<file path="src/rtl/exc_intr_ctrl.sv">
// Exception / interrupt controller for the static pipeline CPU.
// Prioritises synchronous exceptions over edge-triggered external interrupts
// and presents a single registered cause to the pipeline.
//
// Handshake: exc_req rises with cause/irq_id already valid and all three
// hold steady until the pipeline answers with exc_ack. The ack cycle is the
// one transfer point. exc_req drops on the following edge and the handler
// phase begins. exc_ack seen while no request is outstanding has no effect.
module exc_intr_ctrl #(
    parameter int NUM_IRQ  = 4,
    parameter int IRQ_ID_W = 2,
    parameter int CAUSE_W  = 5
) (
    input  logic                clk,
    input  logic                rst,
    input  logic                syscall,
    input  logic                brk,
    input  logic                teq,
    input  logic                zero,
    input  logic [NUM_IRQ-1:0]  irq,
    input  logic                mask_we,
    input  logic [NUM_IRQ-1:0]  mask_wdata,
    input  logic                exc_ack,
    input  logic                eret,
    output logic                exc_req,
    output logic [CAUSE_W-1:0]  cause,
    output logic [IRQ_ID_W-1:0] irq_id,
    output logic [NUM_IRQ-1:0]  pending,
    output logic [NUM_IRQ-1:0]  mask,
    output logic                ie,
    output logic                in_handler,
    output logic                double_fault,
    output logic [1:0]          dbg_state
);

    typedef enum logic [1:0] {
        ST_IDLE    = 2'd0,
        ST_REQ     = 2'd1,
        ST_HANDLER = 2'd2
    } state_t;

    localparam logic [CAUSE_W-1:0] CAUSE_IRQ     = CAUSE_W'(0);
    localparam logic [CAUSE_W-1:0] CAUSE_SYSCALL = CAUSE_W'(8);
    localparam logic [CAUSE_W-1:0] CAUSE_BRK     = CAUSE_W'(9);
    localparam logic [CAUSE_W-1:0] CAUSE_TEQ     = CAUSE_W'(13);

    state_t                state_q;
    state_t                state_d;
    logic                  exc_req_d;
    logic [CAUSE_W-1:0]    cause_d;
    logic [IRQ_ID_W-1:0]   irq_id_d;
    logic                  ie_d;
    logic                  in_handler_d;
    logic                  ack_take;

    logic [NUM_IRQ-1:0]    irq_q;
    logic [NUM_IRQ-1:0]    irq_rise;
    logic [NUM_IRQ-1:0]    irq_clr;
    logic [NUM_IRQ-1:0]    pending_d;
    logic [NUM_IRQ-1:0]    eligible;
    logic                  irq_any;
    logic [IRQ_ID_W-1:0]   irq_sel;
    logic                  sync_exc;

    assign dbg_state = state_q;

    // Decode synchronous exceptions and the set of interrupts allowed to win.
    always_comb begin
        sync_exc = syscall | brk | (teq & zero);
        eligible = ie ? (pending & mask) : '0;
        irq_any  = |eligible;
    end

    // Lowest-index eligible interrupt wins; scanning downward leaves it last.
    always_comb begin
        irq_sel = '0;
        for (int i = NUM_IRQ - 1; i >= 0; i--) begin
            if (eligible[i]) begin
                irq_sel = IRQ_ID_W'(i);
            end
        end
    end

    // Next-state and registered-output logic for IDLE -> REQ -> HANDLER.
    always_comb begin
        state_d      = state_q;
        exc_req_d    = exc_req;
        cause_d      = cause;
        irq_id_d     = irq_id;
        ie_d         = ie;
        in_handler_d = in_handler;
        ack_take     = 1'b0;
        case (state_q)
            ST_IDLE: begin
                if (sync_exc) begin
                    state_d   = ST_REQ;
                    exc_req_d = 1'b1;
                    irq_id_d  = '0;
                    if (syscall) begin
                        cause_d = CAUSE_SYSCALL;
                    end else if (brk) begin
                        cause_d = CAUSE_BRK;
                    end else begin
                        cause_d = CAUSE_TEQ;
                    end
                end else if (irq_any) begin
                    state_d   = ST_REQ;
                    exc_req_d = 1'b1;
                    cause_d   = CAUSE_IRQ;
                    irq_id_d  = irq_sel;
                end
            end
            ST_REQ: begin
                if (exc_ack) begin
                    state_d      = ST_HANDLER;
                    exc_req_d    = 1'b0;
                    cause_d      = '0;
                    irq_id_d     = '0;
                    ie_d         = 1'b0;
                    in_handler_d = 1'b1;
                    ack_take     = 1'b1;
                end
            end
            ST_HANDLER: begin
                if (eret) begin
                    state_d      = ST_IDLE;
                    ie_d         = 1'b1;
                    in_handler_d = 1'b0;
                end
            end
            default: begin
                state_d = ST_IDLE;
            end
        endcase
    end

    // Pending bits: new rising edges set, the acked interrupt clears, set wins.
    always_comb begin
        irq_rise  = irq & ~irq_q;
        irq_clr   = (ack_take && (cause == CAUSE_IRQ)) ? (NUM_IRQ'(1) << irq_id) : '0;
        pending_d = (pending & ~irq_clr) | irq_rise;
    end

    // FSM state and the handshake-facing outputs.
    always_ff @(posedge clk) begin
        if (rst) begin
            state_q    <= ST_IDLE;
            exc_req    <= 1'b0;
            cause      <= '0;
            irq_id     <= '0;
            ie         <= 1'b1;
            in_handler <= 1'b0;
        end else begin
            state_q    <= state_d;
            exc_req    <= exc_req_d;
            cause      <= cause_d;
            irq_id     <= irq_id_d;
            ie         <= ie_d;
            in_handler <= in_handler_d;
        end
    end

    // Interrupt history, pending, mask and the sticky fault flag.
    always_ff @(posedge clk) begin
        if (rst) begin
            irq_q        <= '0;
            pending      <= '0;
            mask         <= '0;
            double_fault <= 1'b0;
        end else begin
            irq_q   <= irq;
            pending <= pending_d;
            if (mask_we) begin
                mask <= mask_wdata;
            end
            if (sync_exc && (state_q != ST_IDLE)) begin
                double_fault <= 1'b1;
            end
        end
    end

endmodule

</file>
<file path="config.mk">
export PLATFORM = sky130hd
export DESIGN_NAME = exc_intr_ctrl
export DESIGN_NICKNAME = d
export VERILOG_FILES = /design/src/rtl/exc_intr_ctrl.sv
export SDC_FILE = /design/constraint.sdc
export NUM_CORES = 1
export LEC_CHECK = 0
export CORE_MARGIN = 5
export CORE_UTILIZATION = 50
export DETAILED_ROUTE_END_ITERATION = 12
export DONT_BUFFER_PORTS = 1
export PLACE_DENSITY = 0.62
export SLEW_MARGIN = 20
export SYNTH_ARGS = -nofsm -noshare
export SYNTH_HDL_FRONTEND = slang
export SYNTH_SLANG_ARGS = --single-unit
</file>
<file path="constraint.sdc">
create_clock -name clk -period 4.2 [get_ports clk]
set_clock_uncertainty 0.05 [all_clocks]
set_input_delay 1.26 -clock clk [delete_from_list [all_inputs] [get_ports clk]]
set_output_delay 1.26 -clock clk [all_outputs]
set_load 0.1 [all_outputs]
</file>
Word level (Yosys, flattened, before mapping)
Cells that the tools add are included.
{"block": "totals", "regBits": 25, "in_bits": 17, "out_inout_bits": 21}
{"block": "op_classes", "n_eq_ne": 5, "shifts": 1, "n_mux": 32, "n_bitwise": 9, "reduce_logical": 11}
{"cell": "$mux 2", "n": 11}
{"cell": "$mux 5", "n": 3}
{"cell": "$and 4x4->4", "n": 3}
{"cell": "$pmux 5 s2", "n": 1}
{"cell": "$reduce_and 3->1", "n": 3}
{"cell": "$mux 1", "n": 8}
{"cell": "$mux 4", "n": 2}
{"cell": "$not 4->4", "n": 2}
{"cell": "$mux 3", "n": 2}
{"cell": "$pmux 1 s2", "n": 3}
{"cell": "$pmux 2 s3", "n": 1}
{"cell": "$reduce_bool 2->1", "n": 3}
{"cell": "$logic_not 5->1", "n": 1}
{"cell": "$ne 2x2->1 const B", "n": 2}
{"cell": "$or 4x4->4", "n": 1}
{"cell": "$pmux 2 s2", "n": 1}
{"cell": "$reduce_or 4->1", "n": 1}
{"cell": "$shl 1x2->4 const A", "n": 1}
{"cell": "$ne 3x3->1 const B", "n": 1}
{"cell": "$eq 2x1->1 const B", "n": 1}
{"cell": "$eq 2x2->1 const B", "n": 1}
{"cell": "$logic_and 1x1->1", "n": 2}
{"cell": "$logic_not 2->1", "n": 1}
{"cell": "$or 1x1->1", "n": 2}
{"cell": "$and 1x1->1", "n": 1}

Logic depth before layout (Yosys ltp)
{"block": "logic_depth", "depth_word": 9, "depth_mapped": 4, "depth_no_buf": 4}

Least setup slack after synthesis
Ideal clock, no wire load.
{"block": "synth_path", "kind": "register to output", "from": "register state_q[0], in the netlist dbg_state[0]", "to": "output dbg_state[0]", "arrival_ps": 1002, "t_required_ps": 2890, "path_slack_ps": 1888, "path_stages_with_launch": 1, "n_path_buf": 0, "path_cell_list": "dfxtp_1"}
{"item": "from (decl)", "line": "47", "rtl": "state_t state_q;"}
{"item": "from (signal assigned)", "line": "154", "rtl": "state_q <= state_d;"}
{"item": "to (decl)", "line": "33", "rtl": "output logic [1:0] dbg_state"}
No word-level cell between the ends.

Worst setup path in the final report
{"block": "layout_path", "from": "register state_q[0], in the netlist dbg_state[0]", "to": "output dbg_state[0]"}
No word-level cell between the ends.

==> out/qor.csv <==
metric;value;unit
CTS H-tree depth;1;
post-synthesis register bit count;23;
HP Class;reg2reg;
CTS Buf Count;3;
Worst EP required;2.89;ns
GPL Wtd Cong;0.7053;
setup tns final;0;ns
Synth top area share;48.87;%
power density of the placed cells;513.0;nW/um^2
vias;696;
row count;15;
Min Hold Slack;0.4324;ns
vias in the first global route;678;
share of layout cells above drive strength 1;7.921;%
number of distinct library cells after synthesis;30;
Worst Tran Pin Value;1.134;ns
fin crit share;64.48;%
number of synthesized flops with an enable pin;0;
first-pass GRT wire length;2918;um
chip width;53.41;um
placed instance count;122;
vias per std cell;5.524;
RSZ-0062 raised after global routing;no;
synthesized instance count;101;
Die Y;53.41;um
WL final;1907;um
Syn Area/Cell;9.328;um^2
ant diodes;0;
CP Launch Type;flip-flop;
Die ar.;2853;um^2
DRC Markers;0;
Ys Warns;0;
Max Cap Viol;0;
CTS tree;yes;
Clock Path Buffers;2;
maximum number of pins on one net before global-route repair;25;
relative slew slack;24.31;%
GRT Residual Overflow;0;
async set-or-reset flop fraction in the synthesized netlist;0;%
Hold Fails Final Rpt;0;
post-synthesis sequential area ratio;48.87;%
Worst-path clk slew;0.12;ns
Top-Level Pins;38;
achievable frequency;369.3;MHz
Root Driver;clkbuf_4;
PostCTS Resize Cnt;0;
DP Area;949.7;um^2
Clock Latency Late Sink;0.30;ns
hold buffers post-CTS;0;
status;completed;
Util after Layout;55.32;%
critical path fanouts, max;9;
ys flop type;dfxtp_1;
Crit path arrival time;1.40;ns
Slew Limit Fails;0;
Non-Filler Instances;126;
Finished Cell Area;975.9;um^2
leakage power;0.3556;nW
Total GRT Usage;14.32;%
most frequent cell after synthesis;dfxtp_1;
WS Path Type;reg2out;
final setup fails;0;
Synth top cells by count;dfxtp_1, a21oi_1, nand2_1, nor2_1, nor2b_1;
top cells by area, synth;dfxtp_1, a21oi_1, mux2i_1, nand2_1, nor2b_1;
CP endpoint kind;primary output;
area grow syn2layout;3.586;%
Setup Buffers After CTS;0;
Detailed Routing Iterations Pass 1;4;
IO buf count;0;
Peak VDD IR;0.0002531;V
initial antenna violation count;0;
remaining antenna violation count;0;
Synth area leader;dfxtp_1;
drt initial violations;7;
routed len/inst;15.13;um
total core area;1764;um^2
Post-Syn Area;942.2;um^2
Post-DP HPWL;1458;um
Starting Density;53.40;%
Nets;119;
Final min period;2.708;ns
Clock Sinks;23;
-- routing by layer --
layer / GRT usage, % / wire, um
met1: 16.98 / 841
met2: 22.24 / 899
met3: 4.507 / 160
met4: 8.511 / 7
met5: 0 / 0
-- power breakdown --
group | internal (mW) | switching [mW] | leakage, nW
clock network | 0.0370 | 0.0622 | 0.0150
logic | 0.0206 | 0.0293 | 0.150
registers | 0.234 | 0.118 | 0.190
total | 0.291 | 0.209 | 0.356
-- stage by stage --
stage          worst slack [ns]  power (mW)
6_report                  1.492      0.5007
5_1_grt                   1.442      0.5225
4_1_cts                   1.474      0.5068
3_5_place_dp              1.835      0.4068
3_3_place_gp              1.842      0.4058
2_1_floorplan             1.888      0.4002
-- cell families after synthesis --
| family | share of synthesized area, % |
|---|---|
| other | 0.3980 |
| buffers and inverters | 4.116 |
| AND/OR/NAND/NOR | 21.65 |
| AO/OA/AOI/OAI | 20.72 |
| multiplexers | 4.250 |
| flip-flops | 48.87 |
-- flip-flops by register name, indices dropped and copies added (netlist names) --
register / count
double_fault: 1
pending: 4
irq_id: 2
mask: 4
exc_req: 1
cause: 3
dbg_state: 2
irq_q: 4
ie: 1
in_handler: 1
-- worst paths after layout --
path           startpoint           end  slack, ns  cells past startpoint
max          dbg_state[0]  dbg_state[0]       1.49                      0
min reg2reg      irq_q[1]    pending[1]       0.43                      2
min              irq_q[1]    pending[1]       0.43                      2
max reg2reg            ie     irq_id[0]       2.01                      4
-- final cells by class --
class	instances	area [um^2]
clock buffer	4	26.28
sequential	23	460.4
fill	174	788.3
tap	25	31.28
inverter	3	11.26
multi-input combinational	71	446.7
-- placed cells by master, fill, tap and decap left out, drive strengths merged --
cell type / n
a211o: 1
a211oi: 1
a21o: 2
a21oi: 9
a31o: 1
a31oi: 2
a32o: 1
clkbuf: 4
conb: 2
dfxtp: 23
inv: 3
mux2i: 4
nand2: 9
nand2b: 4
nand3: 2
nand3b: 4
nand4: 1
nand4b: 1
nor2: 7
nor2b: 5
nor4b: 1
o21ai: 6
o22ai: 1
o31ai: 4
or2: 1
or3b: 2
(Power assumes the default switching activity.)
